--- config.mk ---
export PLATFORM = sky130hd
export DESIGN_NAME = flash_read_arbiter
export DESIGN_NICKNAME = d
export VERILOG_FILES = /design/src/rtl/flash_read_arbiter.sv
export SDC_FILE = /design/constraint.sdc
export NUM_CORES = 1
export LEC_CHECK = 0
export BUFFER_PORTS_ARGS = -buffer_cell sky130_fd_sc_hd__buf_4
export CAP_MARGIN = 10
export CORE_ASPECT_RATIO = 1.1
export CORE_MARGIN = 1.5
export CORE_UTILIZATION = 47
export CTS_CLUSTER_SIZE = 28
export DETAILED_ROUTE_END_ITERATION = 7
export PLACE_DENSITY = 0.77
export SYNTH_ARGS = -nofsm -noshare
export SYNTH_HDL_FRONTEND = slang
export SYNTH_SLANG_ARGS = --single-unit
--- constraint.sdc ---
create_clock -name clk -period 2.2 [get_ports clk]
set_input_delay 0.33 -clock clk [delete_from_list [all_inputs] [get_ports clk]]
set_output_delay 0.33 -clock clk [all_outputs]
set_load 0.01 [all_outputs]
--- src/rtl/flash_read_arbiter.sv ---
// flash_read_arbiter: two-port round-robin read sequencer for the shared
// flash Avalon-MM read master, with a per-transfer timeout abort.
`timescale 1ns/1ps
module flash_read_arbiter #(
  parameter int ADDR_W      = 23,
  parameter int DATA_W      = 16,
  parameter int TIMEOUT_CYC = 255
) (
  input  logic              clk,
  input  logic              reset,
  input  logic              req0,
  input  logic [ADDR_W-1:0] req0_addr,
  output logic              req0_done,
  output logic [DATA_W-1:0] req0_data,
  output logic              req0_err,
  input  logic              req1,
  input  logic [ADDR_W-1:0] req1_addr,
  output logic              req1_done,
  output logic [DATA_W-1:0] req1_data,
  output logic              req1_err,
  output logic              flash_read,
  output logic [ADDR_W-1:0] flash_address,
  input  logic              flash_waitrequest,
  input  logic              flash_readdatavalid,
  input  logic [DATA_W-1:0] flash_readdata,
  output logic              busy,
  output logic              owner
);

  localparam int CNT_W = $clog2(TIMEOUT_CYC + 1);
  localparam logic [CNT_W-1:0] CNT_LAST = CNT_W'(TIMEOUT_CYC - 1);

  typedef enum logic [1:0] {
    S_IDLE,
    S_ISSUE,
    S_WAIT,
    S_DONE
  } state_e;

  state_e            state_q, state_d;
  logic [CNT_W-1:0]  cnt_q, cnt_d;
  logic              last_q, last_d;
  logic              owner_q, owner_d;
  logic [ADDR_W-1:0] addr_q, addr_d;
  logic              rd_q, rd_d;
  logic              busy_q, busy_d;
  logic              done0_q, done0_d;
  logic              done1_q, done1_d;
  logic              err0_q, err0_d;
  logic              err1_q, err1_d;
  logic [DATA_W-1:0] data0_q, data0_d;
  logic [DATA_W-1:0] data1_q, data1_d;

  logic grant;
  logic expire;
  logic fin;
  logic tmo;
  logic cap;

  always_comb begin
    state_d = state_q;
    cnt_d   = cnt_q;
    last_d  = last_q;
    owner_d = owner_q;
    addr_d  = addr_q;
    rd_d    = rd_q;
    data0_d = data0_q;
    data1_d = data1_q;
    fin     = 1'b0;
    tmo     = 1'b0;
    cap     = 1'b0;
    expire  = (cnt_q == CNT_LAST);
    // a lone request wins; a tie goes to the port not served last
    grant   = req1;
    if (req0 && req1) begin
      grant = ~last_q;
    end

    unique case (state_q)
      S_IDLE: begin
        if (req0 || req1) begin
          state_d = S_ISSUE;
          owner_d = grant;
          addr_d  = grant ? req1_addr : req0_addr;
          rd_d    = 1'b1;
          cnt_d   = '0;
        end
      end
      S_ISSUE: begin
        cnt_d = cnt_q + 1'b1;
        if (expire) begin
          rd_d = 1'b0;
          fin  = 1'b1;
          tmo  = 1'b1;
        end else if (!flash_waitrequest) begin
          rd_d    = 1'b0;
          state_d = S_WAIT;
        end
      end
      S_WAIT: begin
        cnt_d = cnt_q + 1'b1;
        // data beats an expiring counter on the same edge
        if (flash_readdatavalid) begin
          fin = 1'b1;
          cap = 1'b1;
        end else if (expire) begin
          fin = 1'b1;
          tmo = 1'b1;
        end
      end
      S_DONE: begin
        last_d  = owner_q;
        state_d = S_IDLE;
      end
      default: begin
        state_d = S_IDLE;
      end
    endcase

    if (fin) begin
      state_d = S_DONE;
    end
    if (cap && !owner_q) begin
      data0_d = flash_readdata;
    end
    if (cap && owner_q) begin
      data1_d = flash_readdata;
    end

    done0_d = fin && !owner_q;
    done1_d = fin && owner_q;
    err0_d  = tmo && !owner_q;
    err1_d  = tmo && owner_q;
    busy_d  = (state_d != S_IDLE);
  end

  always_ff @(posedge clk) begin
    if (reset) begin
      state_q <= S_IDLE;
      cnt_q   <= '0;
      last_q  <= 1'b1;
      owner_q <= 1'b0;
      addr_q  <= '0;
      rd_q    <= 1'b0;
      busy_q  <= 1'b0;
      done0_q <= 1'b0;
      done1_q <= 1'b0;
      err0_q  <= 1'b0;
      err1_q  <= 1'b0;
      data0_q <= '0;
      data1_q <= '0;
    end else begin
      state_q <= state_d;
      cnt_q   <= cnt_d;
      last_q  <= last_d;
      owner_q <= owner_d;
      addr_q  <= addr_d;
      rd_q    <= rd_d;
      busy_q  <= busy_d;
      done0_q <= done0_d;
      done1_q <= done1_d;
      err0_q  <= err0_d;
      err1_q  <= err1_d;
      data0_q <= data0_d;
      data1_q <= data1_d;
    end
  end

  assign flash_read    = rd_q;
  assign flash_address = addr_q;
  assign busy          = busy_q;
  assign owner         = owner_q;
  assign req0_done     = done0_q;
  assign req1_done     = done1_q;
  assign req0_err      = err0_q;
  assign req1_err      = err1_q;
  assign req0_data     = data0_q;
  assign req1_data     = data1_q;

endmodule

# --- Word level (Yosys, flattened, before mapping) ---
# Cells that the tools add are included.
totals:
  input_bits: 68
  register_bits: 73
  elab_cells: 58
op_classes:
  eq_ne: 6
  n_reduce_logical: 17
  n_addsub: 1
  mux: 20
  n_bitwise: 1
op_table:
  columns: ["operator", "n"]
  rows:
  - ["23-bit two-way mux", 1]
  - ["8-bit one-hot mux with 2 select lines", 1]
  - ["1-bit two-way mux", 9]
  - ["8-bit by 1-bit adder with 8-bit output (second input constant)", 1]
  - ["8-bit == test (second input constant)", 1]
  - ["2-bit two-way mux", 4]
  - ["8-bit two-way mux", 1]
  - ["1-bit logical AND", 7]
  - ["1-bit one-hot mux with 2 select lines", 3]
  - ["2-bit one-hot mux with 3 select lines", 1]
  - ["2-bit nonzero test", 3]
  - ["2-bit == test (second input constant)", 2]
  - ["2-bit AND reduction", 2]
  - ["3-bit != test (second input constant)", 1]
  - ["3-bit AND reduction", 1]
  - ["2-bit by 1-bit == test with 1-bit output (second input constant)", 1]
  - ["2-bit logical NOT", 1]
  - ["2-bit != test (second input constant)", 1]
  - ["2-bit OR reduction", 1]
  - ["1-bit logical NOT", 1]
  - ["1-bit logical OR", 1]
  - ["1-bit inverter", 1]

# --- Depth between registers and ports, before layout ---
# Gate-level depths: netlist of the first run.
logic_depth:
  word_depth: 6
  ltp_mapped: 8
  ltp_nobuf: 6

# --- Least setup slack after synthesis of the first run ---
# OpenSTA, ideal clock, no wires.
synth_timing:
  path_type: "register to register"
  startpoint: "register state_q[0]"
  endpoint: "register cnt_q[4]"
  required_time_ns: 2.130
  slack_ns: 0.670
  path_stages_with_launch: 7
  n_path_buf: 0
  t_arrival_ns: 1.460
  cell_sequence: "dfxtp_1 -> inv_1 -> ha_1 -> nor2_1 -> nand4b_1 -> or3_1 -> a21oi_1"
synth_between:
  elab_chain_len: 4
  elab_cells_between_ends: 8
synth_lines:
  columns: ["item", "line_no", "source"]
  rows:
  - ["start, declared", "40", "state_e state_q, state_d;"]
  - ["start signal, assigned", "153", "state_q <= state_d;"]
  - ["2-bit == test or 2-bit by 1-bit == test with 1-bit output (tied branches)", "79", "unique case (state_q)"]
  - ["2-bit OR reduction (no line)", null, null]
  - ["2-bit nonzero test (no line)", null, null]
  - ["2-bit AND reduction (no line)", null, null]
  - ["end signal, assigned", "154", "cnt_q <= cnt_d;"]
  - ["end, declared", "41", "logic [CNT_W-1:0] cnt_q, cnt_d;"]
# Several ways; a longest one is shown, not always the timed one.
# A chain may end at the register's enable or synchronous reset.

# --- Worst setup path in the final report of the first run ---
# Same ends and word-level chain as after synthesis.

==> results of run 1 <==
[worst paths after layout]
kind / startpoint / end / slack (ns) / depth (start not counted)
max: state_q[0] / cnt_q[4] / 0.47 / 6
max reg2reg: state_q[0] / cnt_q[4] / 0.47 / 6
min: flash_readdata[10] / req0_data[10] / 0.25 / 3
min reg2reg: req0_data[10] / req0_data[10] / 0.46 / 2
[synth_stat cells, drive strengths merged, types with 2 or more instances]
cell type | n | area share (%)
a21oi | 41 | 6.8
or3 | 3 | 0.62
buf | 13 | 3.3
nor3 | 3 | 0.67
xnor2 | 4 | 1.2
nor2b | 2 | 0.42
mux2i | 23 | 7.6
nor3b | 2 | 0.67
ha | 6 | 2.5
a211oi | 23 | 5.7
nor2 | 35 | 4.4
or2 | 2 | 0.42
o21ai | 9 | 1.5
nand3 | 5 | 0.83
inv | 7 | 0.87
clkbuf | 9 | 1.1
dfxtp | 73 | 49
nand2 | 66 | 8.2
nor4 | 2 | 0.42
[critical path: cells and delay by family, from the launching register on]
kind                     cells  cell delay, ns
AND/OR/NAND/NOR              3            0.69
flip-flops                   1            0.39
buffers and inverters        1            0.09
AO/OA/AOI/OAI                1            0.15
adder cells (fa/ha/maj)      1            0.33
[state kept, by name (all words and copies together), names as in the netlist, 2 cells and up]
name / cells
cnt_q: 8
flash_address: 23
req0_data: 16
req1_data: 16
state_q: 2
[cell type report]
type	instances	share of cell area, %
clock buffer	10	3.28
clock inverter	6	1.61
inverter	7	0.627
multi-input combinational	240	33.3
sequential	73	34.9
tap	80	2.39
timing repair buffer	132	23.9
[cells by family after synthesis]
group / Yosys count / synth area share [%]
adders and majority gates: 6 / 2.49
and+or+nand+nor: 126 / 18.4
DFF: 73 / 48.5
buffers and inverters: 29 / 5.32
xor gates and xnor gates: 4 / 1.16
muxes: 23 / 7.65
AOI/OAI and AO/OA: 81 / 16.5
[per-layer routing]
layer	part of all wire, %	vias to the layer above	wire [um]
met4	1.9	0	131
met5	0	-	0
met3	9.8	10	679
li1	-	1420	-
met1	43	1231	2960
met2	45	135	3130
[report_power, final]
group          leakage, nW  internal [mW]  switching (mW)
Combinational         1.08          0.315           0.319
Clock               0.0985          0.556           0.490
Sequential           0.596           1.42          0.0602
Total                 1.77           2.29           0.870
[per-stage QoR]
stage	hold slack, ns	power (mW)
after CTS	0.235	3.19
final	0.249	3.16
after floorplan	0.466	1.85
after global placement	0.441	2.13
after global routing	0.239	3.32
after detailed placement	0.449	2.15
==> summary.md, run 1 <==
| Metric | Value |
|---|---|
| Global route hottest layer | `met2` |
| Worst path slowest cell | `dfxtp_1` |
| CTS Sinks | `73` |
| Static leakage | `~1.8 nW` |
| Top-Level Pins | `130` |
| Max-capacitance violation count | `0` |
| Status | `completed` |
| Share of post-route cells with drive strength above 1 | `approximately 33%` |
| CP Class | `flip-flop to flip-flop` |
| Final TNS setup | `0 ns` |
| Area of the core | `around 6200 um^2` |
| Worst-Skew Late Latency | `approximately 0.33 ns` |
| Routed vias | `2796` |
| Vias per cell | `5.10` |
| Post-Place Cells | `~530` |
| Area of the multi-input gates | `approximately 1400 um^2` |
| CTS max path bufs | `2` |
| Fmax | `~0.58 GHz` |
| Final setup violation count | `0` |
| Antenna violations before repair | `0` |
| Synthesized area | `between 3000 and 4000 um^2` |
| Routing usage on met3 | `under 10%` |
| CTS clk-pin slew, worst paths | `0.08 ns` |
| Startpoint types | `flip-flop` |
| Final setup margin | `0.474 ns` |
| Placed instance area | `3990 um^2` |
| Final Hold Fails | `0` |
| TritonCTS buffer count | `9` |
| Critical Path RT | `~2.5 ns` |
| GRT Resource Usage Total | `just over 20%` |
| Final core occ | `67.7%` |
| Initial Util | `between 40 and 50%` |
| Syn nets | `416` |
| ANT nets after route | `0` |
| Final HPWL DP | `5100 um` |
| Yosys reg bits | `73` |
| CTS Root Cell | `clkbuf_8` |
| Most common cell after layout, fill and taps aside | `buf_4` |
| Die span in x | `roughly 79 um` |
| Synth Instances | `approximately 340` |
| Final #Nets | `between 500 and 600` |
| Post-synth EDFFs | `0` |
| Die ar. | `about 6900 um^2` |
| Fillers | `~550` |
| GRT met2 Usage | `between 30% and 40%` |
| Power per standard cell area | `754 nW/um^2` |
| Hold_buf cts | `0` |
| Vias in the first global route | `2578` |
| Met1 Use GR | `about a quarter` |
| First-pass GRT wire length | `around 11000 um` |
| Worst-Margin Slew | `roughly 0.69 ns` |
| Starting DRC count in detailed routing | `around 80` |
| Total gr overflow | `0` |
| VDD IR max | `~0.00042 V` |
| Finished Cell Area | `roughly 4200 um^2` |
| # rows | `30` |
| Wire per inst | `12.6 um` |
| Largest net degree at the start of global routing | `68` |
| Slew Viols, Final | `0` |
| Drt pass-1 iters | `4` |
| Ys Warns | `0` |
| Relative slew slack | `~54%` |
| CTS tree | `built` |
| Dpl ws | `about 0.49 ns` |
| Post-synthesis sequential area ratio | `about half` |
| Port bufs | `approximately 130` |
| Final worst path period share | `between 70% and 80%` |
| Worst-path fanout max | `7` |
| Top_reg_cell synth | `dfxtp_1` |
| Post-Route WL | `6910 um` |
| Area delta synth->final | `39.3%` |
| RSZ-0062 raised after global routing | `false` |
| Most frequent cells in the layout | `131 x buf_4, 73 x dfxtp_1, 66 x nand2_1` |
| Residual DRC | `0` |
| Diode count | `0` |
| Synth unique cells | `40` |
| Nature of the critical path endpoint | `flip-flop` |
| Synth async-reset ratio | `0%` |
| Reg area | `1460 um^2` |
| Postcts setup bufs | `0` |
| Die Ht | `approximately 87 um` |
| Critical path arrival | `1.99 ns` |
| Routability cong. | `0.845` |
| PostCTS Resize Cnt | `0` |
| Post-Layout Cell Count | `between 500 and 600` |
| Critical Path Max Stage Delay | `between 0.3 and 0.4 ns` |
| Hold Path Class | `primary input to flip-flop` |
| Clock Skew | `roughly 0.0086 ns` |
| Final min period | `approximately 1.7 ns` |
| Avg Inst Size Synth | `8.80 um^2` |
| H-tree Lvls | `3` |
| Critical-path cell list | `inv_1 > ha_1 > nor2_1 > nand4b_1 > or3_1 > a21oi_1` |
Power figures use the tool's default switching activity.
==> inputs of run 2 (changes only) <==
==> constraint.sdc (replaced) <==
create_clock -name clk -period 1.7 [get_ports clk]
set_input_delay 0.255 -clock clk [delete_from_list [all_inputs] [get_ports clk]]
set_output_delay 0.255 -clock clk [all_outputs]
set_load 0.01 [all_outputs]
==> run 2 against run 1 <==
  * Total power increased by 28%
  * Worst hold slack got worse by 0.074 ns
  * Die area unchanged
  * Sequential power increased by 30%
  * Register-to-register slack got worse by 0.38 ns
  * Non-clock buffer count increased by 7
  * First-iteration DRC count increased by 4.9%
  * Largest cell class unchanged
==> summary.md, run 2 (same netlist as run 1, synthesis figures left out) <==
| Metric | Value |
|---|---|
| Status | `completed` |
| Fillers | `between 500 and 600` |
| Die ar. | `6890 um^2` |
| Wire per inst | `12.9 um` |
| Post-Route WL | `between 7000 and 8000 um` |
| RSZ-0062 raised after global routing | `false` |
| Diode count | `0` |
| Most frequent cells in the layout | `139 x buf_4, 71 x dfxtp_1, 66 x nand2_1` |
| Residual DRC | `0` |
| Area delta synth->final | `41.2%` |
| Routability cong. | `0.800` |
| Max-capacitance violation count | `0` |
| P_sw | `around 1.2 mW` |
| Nature of the critical path endpoint | `flip-flop` |
| Hold path cells | `3` |
| Port bufs | `about 130` |
| Final min period | `between 1.5 and 2 ns` |
| Worst setup path start | `state_q[0]` |
| Crit path max-delay family | `simple AND/OR/NAND/NOR gates` |
| Die span in x | `between 70 and 80 um` |
| Total gr overflow | `0` |
| Hold_buf cts | `0` |
| Fmax | `0.622 GHz` |
| Final TNS setup | `0 ns` |
| Clock power frac | `between 30% and 40%` |
| CTS tree | `built` |
| H-tree Lvls | `3` |
| Drt pass-1 iters | `4` |
| Hold Path Class | `primary input to flip-flop` |
| # rows | `30` |
| Worst path buffer plus inverter count | `1` |
| Relative slew slack | `approximately 65%` |
| Worst-Skew Late Latency | `around 0.33 ns` |
| Critical-path cell list | `inv_2 > ha_4 > nor2_2 > nand4b_1 > or3_1 > a21oi_1` |
| Power per standard cell area | `953 nW/um^2` |
| Final Power | `roughly 4 mW` |
| Final setup violation count | `0` |
| CP Class | `flip-flop to flip-flop` |
| Max reg flops | `23` |
| ANT nets after route | `0` |
| Vias in the first global route | `around 2.6k` |
| Crit. path cell count | `6` |
| Startpoint types | `flip-flop` |
| CTS Sinks | `73` |
| Antenna violations before repair | `0` |
| Slew Viols, Final | `0` |
| Worst-Margin Slew | `0.525 ns` |
| Worst R2R Setup Slack | `just over 0.09 ns` |
| Internal power | `slightly below 3 mW` |
| Sw frac | `28.4%` |
| Clock Skew | `0.0108 ns` |
| Critical Path RT | `around 2 ns` |
| Area of the core | `6190 um^2` |
| CTS max path bufs | `2` |
| Logic gate share of total power | `between 20% and 30%` |
| CP endpoint | `cnt_q[6]` |
| Worst-path fanout max | `7` |
| First-pass GRT wire length | `roughly 11000 um` |
| Final Hold Fails | `0` |
| Share of power burned in registers | `a little under half` |
| Critical Path Max Stage Delay | `roughly 0.39 ns` |
| Initial Util | `48.6%` |
| Share of post-route cells with drive strength above 1 | `between 30 and 40%` |
| Static leakage | `around 1.8 nW` |
| Reg-to-reg startpoint | `state_q[0]` |
| CTS Root Cell | `clkbuf_8` |
| VDD IR max | `0.000580 V` |
| Final HPWL DP | `5320 um` |
| Final #Nets | `between 500 and 600` |
| Most common cell after layout, fill and taps aside | `buf_4` |
| Worst path slowest cell | `or3_1` |
| Vias per cell | `about 5.1` |
| TritonCTS buffer count | `9` |
| CTS clk-pin slew, worst paths | `about 0.08 ns` |
| Largest net degree at the start of global routing | `52` |
| GRT Resource Usage Total | `between 20% and 30%` |
| Critical path arrival | `1.87 ns` |
| Worst Reg-to-Reg Cells | `6` |
| Worst r2r dst | `cnt_q[6]` |
| Starting DRC count in detailed routing | `85` |
| Final worst path period share | `between 90% and 100%` |
| Routed vias | `~2.8k` |
| Top-Level Pins | `130` |
| Die Ht | `between 80 and 90 um` |
-- run 2: changes by cell type in the layout (fill, tap and decap cells not counted), moves of 2 or more --
cell	delta
dfxtp_2	+2
ha_1	-2
clkinv_4	-2
inv_6	+2
buf_4	+8
dfxtp_1	-2
-- run 2: power by group through the flow --
stage	registers, mW	clock network [mW]	logic, mW
4_1_cts	1.92	1.29	0.866
5_1_grt	1.93	1.37	0.962
2_1_floorplan	1.99	0	0.409
3_3_place_gp	1.95	0	0.820
6_report	1.92	1.26	0.874
3_5_place_dp	1.95	0	0.837
-- run 2: cell type report --
cell class                      count  area [um^2]  area share [%]
Multi-Input combinational cell    240         1430            33.6
Clock buffer                       11          151            3.56
Timing Repair Buffer              139         1040            24.5
Sequential cell                    73         1460            34.4
Inverter                            7         26.3           0.618
Tap cell                           80          100            2.35
Clock inverter                      5         37.5           0.883
-- run 2: worst min-delay path by stage --
| stage | startpoint | endpoint | slack (ns) |
|---|---|---|---|
| 6_report | flash_readdata[14] | req1_data[14] | 0.18 |
| 5_1_grt | flash_readdata[8] | req1_data[8] | 0.16 |
| 4_1_cts | flash_readdata[3] | req0_data[3] | 0.16 |
| 3_5_place_dp | req0_data[5] | req0_data[5] | 0.45 |
| 3_3_place_gp | req0_data[0] | req0_data[0] | 0.44 |
| 2_1_floorplan | flash_readdata[0] | req0_data[0] | 0.39 |
-- run 2: metal layers --
| layer | vias to the layer above | routed length, um | share of wire, % | track usage [%] |
|---|---|---|---|---|
| li1 | 1423 | - | - | - |
| met5 | - | 0 | 0 | 0 |
| met3 | 11 | 635 | 8.9 | 5.86 |
| met4 | 0 | 107 | 1.5 | 8.77 |
| met1 | 1264 | 3020 | 42 | 24.6 |
| met2 | 130 | 3390 | 47 | 35.2 |
-- run 2: repair_timing --
| item | CTS | global route |
|---|---|---|
| resized for setup | 6 | 5 |
| setup buffers | 0 | 3 |
| cloned | 0 | 0 |
| setup endpoints to repair | 6 | 37 |
| pin swaps | 0 | 2 |
-- run 2: worst min-delay path, cell delays in order --
cell     delay (ns)
buf_4          0.11
nand2_1        0.05
a21oi_1        0.05
-- run 2: stage by stage --
step                      instances  util (%)  setup WS (ns)  cell area [um^2]  hold WS (ns)
final                           555      68.6         0.0916              4250         0.175
after global routing            555      68.6         0.0113              4250         0.158
after CTS                       552      68.2       0.000260              4220         0.161
after detailed placement        536      64.7        -0.0384              4010         0.450
after global placement          536      64.7         0.0270              4010         0.442
after floorplan                 342         -          0.170              3010         0.391
